## src/rtl/andrewm_uart_pkg.sv

```systemverilog
// Shared definitions for the buffered UART transmitter: FSM encoding,
// parity-mode constants and a parameter legality check.
package andrewm_uart_pkg;

  typedef enum logic [2:0] {
    ST_IDLE   = 3'd0,
    ST_START  = 3'd1,
    ST_DATA   = 3'd2,
    ST_PARITY = 3'd3,
    ST_STOP   = 3'd4
  } tx_state_e;

  localparam int PAR_EVEN = 0;
  localparam int PAR_ODD  = 1;

  function automatic bit params_legal(input int data_bits, input int clks_per_bit,
                                      input int fifo_depth, input int parity_en,
                                      input int parity_odd, input int stop_bits);
    bit ok;
    ok = (data_bits >= 5) && (data_bits <= 8);
    ok = ok && (clks_per_bit >= 2);
    ok = ok && (fifo_depth >= 2) && (fifo_depth <= 16);
    ok = ok && ((fifo_depth & (fifo_depth - 1)) == 0);
    ok = ok && (parity_en == 0 || parity_en == 1);
    ok = ok && (parity_odd == PAR_EVEN || parity_odd == PAR_ODD);
    ok = ok && (stop_bits >= 1) && (stop_bits <= 2);
    return ok;
  endfunction

endpackage

```

## src/rtl/andrewm_uart_tx_fifo_if.sv

```systemverilog
// Write port and line/status signals of the buffered UART transmitter.
// The loader side uses the master modport, the transmitter the slave modport.
interface andrewm_uart_tx_fifo_if #(
  parameter int DATA_BITS  = 8,
  parameter int FIFO_DEPTH = 4
);
  localparam int CW = $clog2(FIFO_DEPTH + 1);

  logic                 wr_valid;
  logic [DATA_BITS-1:0] wr_data;
  logic                 wr_ready;
  logic                 ovf_clr;
  logic                 tx;
  logic                 busy;
  logic [CW-1:0]        fifo_count;
  logic                 overflow;

  modport master (
    output wr_valid, wr_data, ovf_clr,
    input  wr_ready, tx, busy, fifo_count, overflow
  );

  modport slave (
    input  wr_valid, wr_data, ovf_clr,
    output wr_ready, tx, busy, fifo_count, overflow
  );
endinterface

```

## src/rtl/andrewm_sync_fifo.sv

```systemverilog
// Single-clock FIFO with occupancy count; push when full and pop when empty
// are ignored. Storage is not reset, only the pointers and count.
module andrewm_sync_fifo #(
  parameter int WIDTH = 8,
  parameter int DEPTH = 4
) (
  input  logic                           clk,
  input  logic                           reset,
  input  logic                           push,
  input  logic                           pop,
  input  logic [WIDTH-1:0]               din,
  output logic [WIDTH-1:0]               dout,
  output logic [$clog2(DEPTH+1)-1:0]     count,
  output logic                           full,
  output logic                           empty
);
  localparam int AW = $clog2(DEPTH);
  localparam int CW = $clog2(DEPTH + 1);

  logic [WIDTH-1:0] mem_q [DEPTH];
  logic [AW-1:0]    wr_ptr_q, wr_ptr_d;
  logic [AW-1:0]    rd_ptr_q, rd_ptr_d;
  logic [CW-1:0]    count_q, count_d;
  logic             do_push, do_pop;

  assign full    = (count_q == CW'(DEPTH));
  assign empty   = (count_q == '0);
  assign do_push = push && !full;
  assign do_pop  = pop && !empty;
  assign dout    = mem_q[rd_ptr_q];
  assign count   = count_q;

  // DEPTH is a power of two, so pointer overflow is the modulo wrap.
  always_comb begin
    wr_ptr_d = wr_ptr_q + AW'(do_push);
    rd_ptr_d = rd_ptr_q + AW'(do_pop);
    count_d  = count_q + CW'(do_push) - CW'(do_pop);
  end

  always_ff @(posedge clk or posedge reset) begin
    if (reset) begin
      wr_ptr_q <= '0;
      rd_ptr_q <= '0;
      count_q  <= '0;
    end else begin
      wr_ptr_q <= wr_ptr_d;
      rd_ptr_q <= rd_ptr_d;
      count_q  <= count_d;
    end
  end

  always_ff @(posedge clk) begin
    if (do_push) mem_q[wr_ptr_q] <= din;
  end
endmodule

```

## src/rtl/andrewm_uart_tx_fifo.sv

```systemverilog
// Buffered UART transmitter: FIFO-fed serialiser producing start, data (LSB
// first), optional parity and 1-2 stop bits, with frames sent back-to-back.
module andrewm_uart_tx_fifo
  import andrewm_uart_pkg::*;
#(
  parameter int DATA_BITS    = 8,
  parameter int CLKS_PER_BIT = 16,
  parameter int FIFO_DEPTH   = 4,
  parameter int PARITY_EN    = 0,
  parameter int PARITY_ODD   = 0,
  parameter int STOP_BITS    = 1
) (
  input  logic                   clk,
  input  logic                   reset,
  andrewm_uart_tx_fifo_if.slave  bus
);
  localparam int CW = $clog2(FIFO_DEPTH + 1);
  localparam int BW = $clog2(CLKS_PER_BIT);
  localparam logic [BW-1:0] BAUD_MAX  = BW'(CLKS_PER_BIT - 1);
  localparam logic [2:0]    LAST_DATA = 3'(DATA_BITS - 1);
  localparam logic [2:0]    LAST_STOP = 3'(STOP_BITS - 1);

  if (!params_legal(DATA_BITS, CLKS_PER_BIT, FIFO_DEPTH, PARITY_EN, PARITY_ODD, STOP_BITS)) begin : g_bad_params
    $error("andrewm_uart_tx_fifo: illegal parameter combination");
  end

  function automatic logic parity_of(input logic [DATA_BITS-1:0] w);
    return (^w) ^ (PARITY_ODD == PAR_ODD);
  endfunction

  tx_state_e            state_q, state_d;
  logic [BW-1:0]        baud_q, baud_d;
  logic [2:0]           bitcnt_q, bitcnt_d;
  logic [DATA_BITS-1:0] shift_q, shift_d;
  logic                 par_q, par_d;
  logic                 tx_q, tx_d;
  logic                 ovf_q, ovf_d;
  logic                 pop, launch, baud_done;
  logic                 fifo_full, fifo_empty;
  logic [DATA_BITS-1:0] head;
  logic [CW-1:0]        count;

  andrewm_sync_fifo #(.WIDTH(DATA_BITS), .DEPTH(FIFO_DEPTH)) u_fifo (
    .clk   (clk),
    .reset (reset),
    .push  (bus.wr_valid && !fifo_full),
    .pop   (pop),
    .din   (bus.wr_data),
    .dout  (head),
    .count (count),
    .full  (fifo_full),
    .empty (fifo_empty)
  );

  assign baud_done = (baud_q == '0);

  always_comb begin
    state_d  = state_q;
    baud_d   = baud_done ? BAUD_MAX : baud_q - BW'(1);
    bitcnt_d = bitcnt_q;
    shift_d  = shift_q;
    par_d    = par_q;
    tx_d     = tx_q;
    launch   = 1'b0;
    unique case (state_q)
      ST_IDLE: begin
        tx_d   = 1'b1;
        baud_d = baud_q;
        launch = !fifo_empty;
      end
      ST_START: if (baud_done) begin
        state_d  = ST_DATA;
        tx_d     = shift_q[0];
        bitcnt_d = '0;
      end
      ST_DATA: if (baud_done) begin
        if (bitcnt_q == LAST_DATA) begin
          bitcnt_d = '0;
          if (PARITY_EN != 0) begin
            state_d = ST_PARITY;
            tx_d    = par_q;
          end else begin
            state_d = ST_STOP;
            tx_d    = 1'b1;
          end
        end else begin
          shift_d  = shift_q >> 1;
          tx_d     = shift_q[1];
          bitcnt_d = bitcnt_q + 3'd1;
        end
      end
      ST_PARITY: if (baud_done) begin
        state_d = ST_STOP;
        tx_d    = 1'b1;
      end
      ST_STOP: if (baud_done) begin
        if (bitcnt_q == LAST_STOP) begin
          state_d = ST_IDLE;
          tx_d    = 1'b1;
          launch  = !fifo_empty;
        end else begin
          bitcnt_d = bitcnt_q + 3'd1;
        end
      end
      default: state_d = ST_IDLE;
    endcase
    // Next word is loaded straight into START so consecutive frames have no gap.
    pop = launch;
    if (launch) begin
      state_d = ST_START;
      shift_d = head;
      par_d   = parity_of(head);
      tx_d    = 1'b0;
      baud_d  = BAUD_MAX;
    end
  end

  always_comb begin
    ovf_d = ovf_q;
    if (bus.ovf_clr) ovf_d = 1'b0;
    if (bus.wr_valid && fifo_full) ovf_d = 1'b1;
  end

  always_ff @(posedge clk or posedge reset) begin
    if (reset) begin
      state_q  <= ST_IDLE;
      baud_q   <= '0;
      bitcnt_q <= '0;
      tx_q     <= 1'b1;
      ovf_q    <= 1'b0;
    end else begin
      state_q  <= state_d;
      baud_q   <= baud_d;
      bitcnt_q <= bitcnt_d;
      tx_q     <= tx_d;
      ovf_q    <= ovf_d;
    end
  end

  always_ff @(posedge clk) begin
    shift_q <= shift_d;
    par_q   <= par_d;
  end

  assign bus.wr_ready   = !fifo_full;
  assign bus.tx         = tx_q;
  assign bus.busy       = (state_q != ST_IDLE);
  assign bus.fifo_count = count;
  assign bus.overflow   = ovf_q;
endmodule
```

## src/flat_wrapper.sv

```systemverilog
// flat-port wrapper written by rule: the top's interface ports become plain ports
module andrewm_uart_tx_fifo_flat import andrewm_uart_pkg::*;
#(
  parameter int DATA_BITS    = 8,
  parameter int CLKS_PER_BIT = 16,
  parameter int FIFO_DEPTH   = 4,
  parameter int PARITY_EN    = 0,
  parameter int PARITY_ODD   = 0,
  parameter int STOP_BITS    = 1
)
  (clk, reset, bus_wr_valid, bus_wr_data, bus_ovf_clr, bus_wr_ready, bus_tx, bus_busy, bus_fifo_count, bus_overflow);
  andrewm_uart_tx_fifo_if #(.DATA_BITS(DATA_BITS), .FIFO_DEPTH(FIFO_DEPTH)) bus_i ();
  input  logic clk;
  input  logic reset;
  input wire logic [$bits(bus_i.wr_valid)-1:0] bus_wr_valid;
  input wire logic [$bits(bus_i.wr_data)-1:0] bus_wr_data;
  input wire logic [$bits(bus_i.ovf_clr)-1:0] bus_ovf_clr;
  output wire logic [$bits(bus_i.wr_ready)-1:0] bus_wr_ready;
  output wire logic [$bits(bus_i.tx)-1:0] bus_tx;
  output wire logic [$bits(bus_i.busy)-1:0] bus_busy;
  output wire logic [$bits(bus_i.fifo_count)-1:0] bus_fifo_count;
  output wire logic [$bits(bus_i.overflow)-1:0] bus_overflow;
  assign bus_i.wr_valid = bus_wr_valid;
  assign bus_i.wr_data = bus_wr_data;
  assign bus_i.ovf_clr = bus_ovf_clr;
  assign bus_wr_ready = bus_i.wr_ready;
  assign bus_tx = bus_i.tx;
  assign bus_busy = bus_i.busy;
  assign bus_fifo_count = bus_i.fifo_count;
  assign bus_overflow = bus_i.overflow;
  andrewm_uart_tx_fifo #(.DATA_BITS(DATA_BITS), .CLKS_PER_BIT(CLKS_PER_BIT), .FIFO_DEPTH(FIFO_DEPTH), .PARITY_EN(PARITY_EN), .PARITY_ODD(PARITY_ODD), .STOP_BITS(STOP_BITS)) u_core (.clk(clk), .reset(reset), .bus(bus_i));
endmodule
```

## config.mk

```make
export PLATFORM = sky130hd
export DESIGN_NAME = andrewm_uart_tx_fifo_flat
export DESIGN_NICKNAME = d
export VERILOG_FILES = /design/src/rtl/andrewm_uart_pkg.sv /design/src/rtl/andrewm_uart_tx_fifo_if.sv /design/src/rtl/andrewm_sync_fifo.sv /design/src/rtl/andrewm_uart_tx_fifo.sv /design/src/flat_wrapper.sv
export SDC_FILE = /design/constraint.sdc
export NUM_CORES = 1
export LEC_CHECK = 0
export CAP_MARGIN = 40
export CORE_ASPECT_RATIO = 0.5
export CORE_UTILIZATION = 50
export DETAILED_ROUTE_END_ITERATION = 8
export GPL_TIMING_DRIVEN = 0
export PLACE_DENSITY = 0.75
export SLEW_MARGIN = 0
export SYNTH_ARGS = -nofsm -noshare
export SYNTH_HDL_FRONTEND = slang
export SYNTH_SLANG_ARGS = --single-unit
```

## constraint.sdc

```tcl
create_clock -name clk -period 3.7 [get_ports clk]
set_input_delay 0.555 -clock clk [delete_from_list [all_inputs] [get_ports clk]]
set_output_delay 0.555 -clock clk [all_outputs]
set_load 0.1 [all_outputs]
```

==> flow_summary_export.csv, run 1 <==
group,metric,value,unit
floorplanning,die_y,52.6,µm
global_routing,antenna_found_initial,0,
cts,clock_path_buffers,2,
synthesis,synthArstFlopShare,0.322,
synthesis,synth_most_common_cell,"edfxtp_1",
floorplanning,die_x,103,µm
cells_and_area,area_delta_synth_final,22.5,%
worst_hold_path,worst_hold_startpoint,"u_core.baud_q[1]",
synthesis,syn_nets,186,
global_routing,grt_max_degree,20,
cts,tritoncts.num_buffers,9,
synthesis,yosys.area.top_type,"edfxtp_1",
drt,ant_nets,0,
drt,drcViolationCount,0,
global_routing,grt_pass1_vias,1548,
cts,clkLatencyLatePin,0.34,ns
pwr,power_density,855,mW/mm²
pwr,p_sw,986,µW
cts,path_clk_slew,0.06,ns
timing,finalHoldViolCount,0,
setup_path,required,3.92,ns
cells_and_area,diodes,0,
synthesis,yosys_warnings,0,
cells_and_area,finalInstanceArea,0.00314,mm²
drt,vias,1468,
pwr,vdd_drop_max,0.402,mV
setup_path,cp_max_fo,10,
timing,slew_headroom,0.467,
cts,cts_tree,"yes",
drt,first_pass_iters,4,
setup_path,r2r_slack,0.74,ns
timing,fin_crit,2.96,ns
synthesis,yosysTopAreaCellShare,0.469,
setup_path,worstReg2RegStart,"u_core.baud_q[0]",
timing,worstMarginPinSlew,0.796,ns
pwr,power_frac_seq,0.376,
timing,slew_viol_final,0,
outcome,outcome,"completed",
cts,cts_root_buf,"clkbuf_8",
cts,numClockSinks,59,
setup_path,end_kind,"flip-flop",
synthesis,yosys.area_share.simple,0.0879,
place,placed_cells,260,
cts,hold_buffers,0,
synthesis,ys_seq_elements,59,
pwr,comb_power_share,0.416,
timing,max_freq,338,MHz
drt,drt_wl_total,4450,µm
floorplanning,fp.dieArea,0.00543,mm²
cells_and_area,final_cells,276,
cells_and_area,multiInputGateArea,812,µm²
global_routing,grt_util_all_layers,0.197,
timing,tns,0,ns
floorplanning,fp-row-count,17,
timing,period_share,0.799,
cells_and_area,drive_gt1_frac,0.248,
cts,cts_setup_buffers,0,
timing,setup_slack,0.743,ns
synthesis,synthTopCellsByCount,"40 x edfxtp_1, 18 x dfrtp_1, 11 x inv_1",
drt,via_per_inst,5.32,
synthesis,synthFlopType,"edfxtp_1",
setup_path,cp-startpoint,"u_core.baud_q[0]",
place,place_ws,0.763,ns
pwr,p_leak,0.00118,µW
synthesis,synth_xor_area_frac,0.0273,
floorplanning,start_util,0.550,
place,portBuffers,18,
global_routing,grt_pass1_wl,7230,µm
synthesis,synthTopCellsByArea,"edfxtp_1 47%, dfrtp_1 18%, mux4_2 7.0%, mux2_2 4.0%, ha_1 2.9%",
timing,setup_violations,0,
place,routabilityCongestion,0.775,
synthesis,avgSynthCellArea,15.3,µm²
drt,drtIter0Drc,97,
cts,cts_resized,0,
cells_and_area,nets,224,
pwr,power_frac_clock,0.208,
floorplanning,core_area,0.00466,mm²
cells_and_area,register_area,0.00168,mm²
synthesis,synth_top_family_by_area,"multiplexers",
place,placed_area,0.00295,mm²
synthesis,synthAdderAreaFrac,0.0371,
synthesis,synth-edff-count,40,
setup_path,startpoint_type,"flip-flop",
timing,finalClockSkew,0.00710,ns
cells_and_area,final_util,0.674,
setup_path,cp_data_arrival_time,3.17,ns
synthesis,syn_inst,167,
synthesis,yosysSeqAreaShare,0.655,
global_routing,grt.overflow.total,0,
synthesis,ys_types,42,
pwr,switching_share,0.367,
drt,wire_per_inst,16.1,µm
cells_and_area,fillCellCount,310,
synthesis,synth_area,0.00256,mm²
setup_path,path_class,"flip-flop to flip-flop",
pwr,p_int,1700,µW
job,max-cap-violations,0,
worst_hold_path,min_path_type,"flip-flop to flip-flop",
synthesis,synthMuxAreaShare,0.114,
timing,rsz0062_at_grt,"false",
cts,htreeDepth,3,
place,place_hpwl,3040,µm
synthesis,synth_compound_area_frac,0.0479,
floorplanning,pin_count,19,
-- worst max-delay path, stage by stage, from the launching register on --
cell and delay (ns):
dfrtp_1 0.38, inv_1 0.09, ha_1 0.20, or3b_4 0.42, o21ai_2 0.27, nand2_2 0.20
clkbuf_8 0.22, xnor2_1 0.18, ha_1 0.16, inv_1 0.05, fa_1 0.38, xnor2_1 0.15
xnor2_1 0.13
-- power groups by stage --
stage / Combinational [µW] / Sequential [µW] / Clock (µW)
after floorplan: 594 / 1190 / 0
after global placement: 962 / 1010 / 0
after detailed placement: 1130 / 1020 / 0
after CTS: 1130 / 1010 / 571
after global routing: 1210 / 1030 / 599
final: 1120 / 1010 / 558
-- cells by family (layout without fill, tap and decap cells) --
family	Yosys count	count (layout)
mux	18	18
compound gates	19	19
fa+ha+maj	7	7
buf+inv	18	61
flops	59	59
simple gates	38	38
xor+xnor	8	8
-- through the flow --
step / hold slack, ns / power [µW]
2_1_floorplan: 0.493 / 1780
3_3_place_gp: 0.510 / 1970
3_5_place_dp: 0.526 / 2150
4_1_cts: 0.541 / 2710
5_1_grt: 0.561 / 2830
6_report: 0.536 / 2690
-- registers in the layout, summed over array words and instances (netlist names) --
| register | flops |
|---|---|
| u_core.baud_q | 4 |
| u_core.bitcnt_q | 3 |
| u_core.bus.overflow | 1 |
| u_core.bus.tx | 1 |
| u_core.shift_q | 8 |
| u_core.state_q | 3 |
| u_core.u_fifo.count | 3 |
| u_core.u_fifo.mem_q | 32 |
| u_core.u_fifo.rd_ptr_q | 2 |
| u_core.u_fifo.wr_ptr_q | 2 |
-- final timing paths --
kind	to	cells after the start
min	u_core.baud_q[1]	2
min in group asynchronous	u_core.bitcnt_q[0]	2
max in group asynchronous	u_core.u_fifo.count[1]	2
max	u_core.u_fifo.count[2]	12
max reg2reg	u_core.u_fifo.count[2]	12
min reg2reg	u_core.baud_q[1]	2
-- layout make-up --
class                      instances  area share
tap                               66      0.0263
multi-input combinational         90       0.259
clock buffer                      11      0.0418
timing repair buffer              27      0.0957
sequential                        59       0.534
clock inverter                     5      0.0175
buffer                             7      0.0124
inverter                          11      0.0132
-- routing by layer --
metal | wire length (µm) | share of wire | GRT usage
met2 | 2250 | 0.50 | 0.327
met5 | 0 | 0 | 0
met3 | 269 | 0.060 | 0.0720
met4 | 105 | 0.024 | 0.101
met1 | 1830 | 0.41 | 0.230
-- layout by cell type (no fill, tap or decap), types with 2 or more instances in the layout --
master | Yosys | routed
buf_2 | 2 | 2
edfxtp_1 | 40 | 40
xnor2_1 | 6 | 6
nor2b_1 | 2 | 2
nor3_1 | 4 | 4
xor2_1 | 2 | 2
buf_4 | 0 | 2
clkbuf_8 | 1 | 10
nor2_1 | 5 | 5
nand2b_1 | 5 | 5
and3_1 | 4 | 4
clkdlybuf4s50_1 | 0 | 18
clkinvlp_4 | 0 | 2
mux4_2 | 8 | 8
buf_8 | 0 | 7
dfrtp_1 | 18 | 18
inv_1 | 11 | 11
ha_1 | 6 | 6
a21oi_1 | 4 | 4
clkinv_2 | 0 | 2
mux2_2 | 9 | 9
o21ai_0 | 5 | 5
clkbuf_1 | 3 | 5
nand2_1 | 7 | 7
nor3b_1 | 3 | 3
Note: power is estimated with default switching activity, not from simulation.
==> inputs of run 2 (changes only) <==
--- a/config.mk
+++ b/config.mk
@@ -10,7 +10,7 @@
 export CORE_UTILIZATION = 50
 export DETAILED_ROUTE_END_ITERATION = 8
 export GPL_TIMING_DRIVEN = 0
-export PLACE_DENSITY = 0.75
+export PLACE_DENSITY = 0.77
 export SLEW_MARGIN = 0
 export SYNTH_ARGS = -nofsm -noshare
 export SYNTH_HDL_FRONTEND = slang
==> constraint.sdc (replaced) <==
create_clock -name clk -period 2.53 [get_ports clk]
set_input_delay 0.3795 -clock clk [delete_from_list [all_inputs] [get_ports clk]]
set_output_delay 0.3795 -clock clk [all_outputs]
set_load 0.1 [all_outputs]
==> flow_summary_export.csv, run 2 (synthesized netlist as in run 1, its figures left out) <==
group,metric,value,unit
floorplanning,die_y,52.6,µm
setup_path,cp_data_arrival_time,2.70,ns
global_routing,grt_max_degree,20,
cts,clock_path_buffers,2,
cts,path_clk_slew,0.07,ns
cts,cts_root_buf,"clkbuf_8",
drt,drt_wl_total,4880,µm
pwr,power_frac_seq,0.360,
pwr,p_int,2650,µW
cells_and_area,drive_gt1_frac,0.313,
pwr,power_frac_clock,0.219,
floorplanning,fp-row-count,17,
cells_and_area,fillCellCount,295,
pwr,vdd_drop_max,0.595,mV
job,max-cap-violations,0,
cells_and_area,area_delta_synth_final,27.1,%
timing,period_share,0.977,
place,routabilityCongestion,0.735,
cells_and_area,multiInputGateArea,858,µm²
drt,first_pass_iters,4,
global_routing,antenna_found_initial,0,
setup_path,slowest_stage,"or3b_4",
timing,finalHoldViolCount,0,
timing,setup_violations,0,
timing,max_freq,405,MHz
timing,hold_ws,0.473,ns
cts,cts_tree,"yes",
place,place_hpwl,3010,µm
setup_path,r2r_cells,11,
pwr,power_density,1270,mW/mm²
cts,hold_buffers,0,
pwr,p_leak,0.00123,µW
drt,via_per_inst,5.40,
pwr,comb_power_share,0.420,
global_routing,grt_util_all_layers,0.214,
floorplanning,fp.dieArea,0.00543,mm²
pwr,p_sw,1500,µW
cts,numClockSinks,59,
timing,slew_headroom,0.472,
setup_path,crit_chain,"inv_2 > ha_2 > or3b_4 > o21ai_4 > nand2_4 > xnor2_2 > ha_2 > inv_1 > fa_2 > xnor2_2 > xnor2_1",
cts,clkLatencyLatePin,0.34,ns
cells_and_area,mostFrequentLayoutCell,"edfxtp_1",
drt,drtIter0Drc,92,
cells_and_area,final_cell_mix,"40 x edfxtp_1, 18 x clkdlybuf4s50_1, 15 x dfrtp_1",
setup_path,worstReg2RegStart,"u_core.baud_q[0]",
floorplanning,core_area,0.00466,mm²
drt,ant_nets,0,
pwr,switching_share,0.361,
cells_and_area,nets,231,
outcome,outcome,"completed",
floorplanning,start_util,0.550,
place,placed_cells,260,
cts,tritoncts.num_buffers,9,
timing,worstMarginPinSlew,0.790,ns
setup_path,end_kind,"flip-flop",
cells_and_area,top_regs,"u_core.u_fifo.mem_q x32, u_core.shift_q x8, u_core.baud_q x4",
global_routing,grt_pass1_vias,1559,
drt,vias,1527,
global_routing,grt.overflow.total,0,
place,portBuffers,18,
cells_and_area,final_cells,283,
cts,htreeDepth,3,
cells_and_area,largest_reg_flops,32,
setup_path,required,2.76,ns
cells_and_area,final_util,0.699,
timing,fin_crit,2.47,ns
setup_path,reg2reg_to,"u_core.u_fifo.count[2]",
floorplanning,pin_count,19,
worst_hold_path,min_path_type,"primary input to asynchronous set/reset pin",
cells_and_area,register_area,0.00168,mm²
drt,wire_per_inst,17.2,µm
cells_and_area,regMostFlops,"u_core.u_fifo.mem_q",
timing,rsz0062_at_grt,"true",
floorplanning,die_x,103,µm
setup_path,path_class,"flip-flop to flip-flop",
setup_path,cp_max_fo,5,
setup_path,r2r_slack,0.06,ns
setup_path,startpoint_type,"flip-flop",
timing,slew_viol_final,0,
timing,finalClockSkew,0.00821,ns
global_routing,grt_pass1_wl,7690,µm
drt,drcViolationCount,0,
setup_path,slowest_delay,0.41,ns
cells_and_area,diodes,0,
run 2: how the worst max path moves through the flow:
stage,from,to,slack [ns],cells past startpoint
CTS,u_core.baud_q[0],u_core.u_fifo.count[2],0.0004,11
detailed placement,u_core.baud_q[0],u_core.u_fifo.count[2],-0.16,12
floorplan,u_core.baud_q[0],u_core.u_fifo.count[2],0.006,12
global route,u_core.baud_q[1],u_core.u_fifo.count[2],-0.03,11
finish,u_core.baud_q[0],u_core.u_fifo.count[2],0.06,11
global placement,bus_wr_valid,u_core.u_fifo.mem_q[0][3],-0.31,4
run 2: power groups by stage:
stage | registers, µW | logic [µW] | clock network (µW)
2_1_floorplan | 1740 | 888 | 0
3_3_place_gp | 1480 | 1430 | 0
3_5_place_dp | 1500 | 1660 | 0
4_1_cts | 1490 | 1700 | 927
5_1_grt | 1520 | 1850 | 977
6_report | 1490 | 1740 | 908
run 2: what timing repair did:
item / CTS / global route
setup endpoints to repair: 3 / 3
resized for setup: 2 / 3
pin swaps: 3 / 4
buffers inserted: 3 / 5
endpoints found under the hold margin: 0 / 0
run 2: cell type report:
cell class,instances,area share
clock buffers,10,0.0392
repair buffers,35,0.111
multi-input cells,90,0.263
flip-flops and latches,59,0.516
clock inverters,6,0.0246
plain buffers,6,0.00806
inverters,11,0.0127
well taps,66,0.0253
run 2: critical path: cells and delay by family, from the launching register on:
family	cells	cell delay [ns]
buffers and inverters	2	0.12
flip-flops	1	0.39
AO/OA/AOI/OAI	1	0.20
AND/OR/NAND/NOR	2	0.52
XOR/XNOR	3	0.40
adder cells (fa/ha/maj)	3	0.73
run 2: metal layers:
metal,routed length [µm],vias up,GRT usage
met3,313,10,0.0867
met2,2510,44,0.351
met4,87,0,0.129
met1,1960,766,0.238
met5,0,-,0
li1,-,707,-
run 2: stage by stage:
| step | area (µm²) | TNS [ns] | total power (µW) | setup slack (ns) |
|---|---|---|---|---|
| global route | 3260 | -0.0307 | 4350 | -0.0307 |
| detailed placement | 2980 | -0.476 | 3160 | -0.165 |
| floorplan | 2590 | 0 | 2630 | 0.00583 |
| finish | 3260 | 0 | 4140 | 0.0592 |
| global placement | 2860 | -5.00 | 2910 | -0.310 |
| CTS | 3210 | 0 | 4120 | 0.000383 |
==> inputs of run 3 (changes only) <==
--- a/config.mk
+++ b/config.mk
@@ -10,7 +10,7 @@
 export CORE_UTILIZATION = 50
 export DETAILED_ROUTE_END_ITERATION = 8
 export GPL_TIMING_DRIVEN = 0
-export PLACE_DENSITY = 0.77
+export PLACE_DENSITY = 0.82
 export SLEW_MARGIN = 0
 export SYNTH_ARGS = -nofsm -noshare
 export SYNTH_HDL_FRONTEND = slang
==> flow_summary_export.csv, run 3 (synthesized netlist as in run 1, its figures left out) <==
group,metric,value,unit
global_routing,grt.overflow.total,0,
job,max-cap-violations,0,
worst_hold_path,min_path_type,"primary input to asynchronous set/reset pin",
timing,slew_viol_final,0,
cells_and_area,drive_gt1_frac,0.316,
floorplanning,die_y,52.6,µm
setup_path,startpoint_type,"flip-flop",
pwr,power_density,1260,mW/mm²
setup_path,path_class,"flip-flop to flip-flop",
drt,top_layer_used,"met4",
drt,vias,1544,
drt,met3_length,177,µm
cts,cts_root_buf,"clkbuf_8",
floorplanning,fp-row-count,17,
timing,finalHoldViolCount,0,
cts,path_clk_slew,0.06,ns
timing,max_freq,405,MHz
setup_path,required,2.76,ns
place,placed_area,0.00298,mm²
cts,numClockSinks,59,
cts,htreeDepth,3,
setup_path,cp_max_fo,3,
cells_and_area,largest_reg_flops,32,
floorplanning,pin_count,19,
timing,setup_slack,0.0603,ns
cells_and_area,mostFrequentLayoutCell,"edfxtp_1",
floorplanning,die_x,103,µm
pwr,p_leak,0.00120,µW
drt,m1WireLength,2050,µm
cells_and_area,fillCellCount,281,
global_routing,grt_pass1_vias,1643,
setup_path,r2r_slack,0.06,ns
drt,drtIter0Drc,70,
place,portBuffers,18,
place,routabilityCongestion,0.791,
drt,ant_nets,0,
timing,hold_ws,0.496,ns
cells_and_area,top_regs,"u_core.u_fifo.mem_q x32, u_core.shift_q x8, u_core.baud_q x4",
place,place_ws,-0.214,ns
setup_path,r2r_cells,11,
cells_and_area,regMostFlops,"u_core.u_fifo.mem_q",
drt,drt_wl_total,4920,µm
place,place_hpwl,3060,µm
floorplanning,fp.dieArea,0.00543,mm²
timing,finalClockSkew,0.00632,ns
timing,slew_headroom,0.454,
timing,setup_violations,0,
pwr,vdd_drop_max,0.617,mV
drt,drcViolationCount,0,
cts,clock_path_buffers,2,
cts,clkLatencyLatePin,0.32,ns
cells_and_area,nets,229,
drt,via_per_inst,5.49,
drt,first_pass_iters,4,
timing,fin_crit,2.47,ns
floorplanning,start_util,0.550,
setup_path,reg2reg_to,"u_core.u_fifo.count[2]",
cells_and_area,finalInstanceArea,0.00323,mm²
timing,rsz0062_at_grt,"true",
drt,met2WireLength,2570,µm
global_routing,grt_pass1_wl,7870,µm
setup_path,endpoint,"u_core.u_fifo.count[2]",
cts,hold_buffers,0,
timing,worstMarginPinSlew,0.816,ns
cells_and_area,area_delta_synth_final,26.1,%
setup_path,cp-startpoint,"u_core.baud_q[1]",
global_routing,grt_max_degree,20,
global_routing,grt_util_all_layers,0.211,
timing,period_share,0.976,
cells_and_area,diodes,0,
setup_path,cp_data_arrival_time,2.70,ns
outcome,outcome,"completed",
global_routing,antenna_found_initial,0,
floorplanning,core_area,0.00466,mm²
setup_path,worstReg2RegStart,"u_core.baud_q[1]",
cells_and_area,final_cell_mix,"40 x edfxtp_1, 18 x clkdlybuf4s50_1, 15 x dfrtp_1",
drt,wire_per_inst,17.5,µm
setup_path,end_kind,"flip-flop",
cts,cts_tree,"yes",
cts,tritoncts.num_buffers,9,
==> run 3: through the flow <==
stage | TNS, ns | power, µW | cells | util
6_report | 0 | 4070 | 281 | 0.694
3_5_place_dp | -0.483 | 3180 | 260 | 0.641
3_3_place_gp | -4.76 | 2910 | 251 | 0.613
4_1_cts | 0 | 4060 | 279 | 0.689
5_1_grt | -0.0296 | 4270 | 281 | 0.694
2_1_floorplan | 0 | 2630 | 167 | -
==> run 3: routing by layer <==
| layer | up-vias | global-route usage |
|---|---|---|
| met2 | 43 | 0.387 |
| met3 | 14 | 0.0720 |
| met4 | 0 | 0.0962 |
| met1 | 779 | 0.224 |
| li1 | 708 | - |
| met5 | - | 0 |
==> run 3: how the worst min path moves through the flow <==
stage	end	cells past startpoint	slack [ns]	startpoint
finish	u_core.bitcnt_q[1]	2	0.50	reset
global route	u_core.bitcnt_q[1]	2	0.54	reset
CTS	u_core.baud_q[3]	2	0.51	reset
detailed placement	u_core.baud_q[1]	2	0.52	u_core.baud_q[1]
global placement	u_core.u_fifo.wr_ptr_q[1]	1	0.51	u_core.u_fifo.wr_ptr_q[1]
floorplan	u_core.baud_q[0]	1	0.33	reset
==> run 3: repair_timing <==
action                                  in CTS  in global routing
endpoints found under the setup margin       3                  3
setup buffers                                4                  2
gates resized for setup                      3                  4
pin swaps                                    4                  4
==> run 3: layout make-up <==
type | instances | area [µm²] | area share
Buffer | 6 | 26.3 | 0.00813
Clock buffer | 11 | 131 | 0.0407
Clock inverter | 5 | 53.8 | 0.0167
Inverter | 11 | 41.3 | 0.0128
Multi-Input combinational cell | 90 | 868 | 0.269
Sequential cell | 59 | 1680 | 0.521
Tap cell | 66 | 82.6 | 0.0256
Timing Repair Buffer | 33 | 345 | 0.107
==> run 3: power by group <==
| group | switching (µW) | internal (µW) |
|---|---|---|
| Combinational | 1020 | 765 |
| Sequential | 150 | 1340 |
| Clock | 346 | 450 |
| Total | 1520 | 2560 |
==> run 3: worst max-delay path: stages (launching register included) <==
cell and delay (ns):
dfrtp_1 0.40, inv_2 0.08, ha_4 0.13, or3b_4 0.40, o21ai_4 0.20, nand2_4 0.08, xnor2_2 0.15, ha_2 0.17
inv_1 0.06, fa_2 0.36, xnor2_2 0.20, xnor2_1 0.15
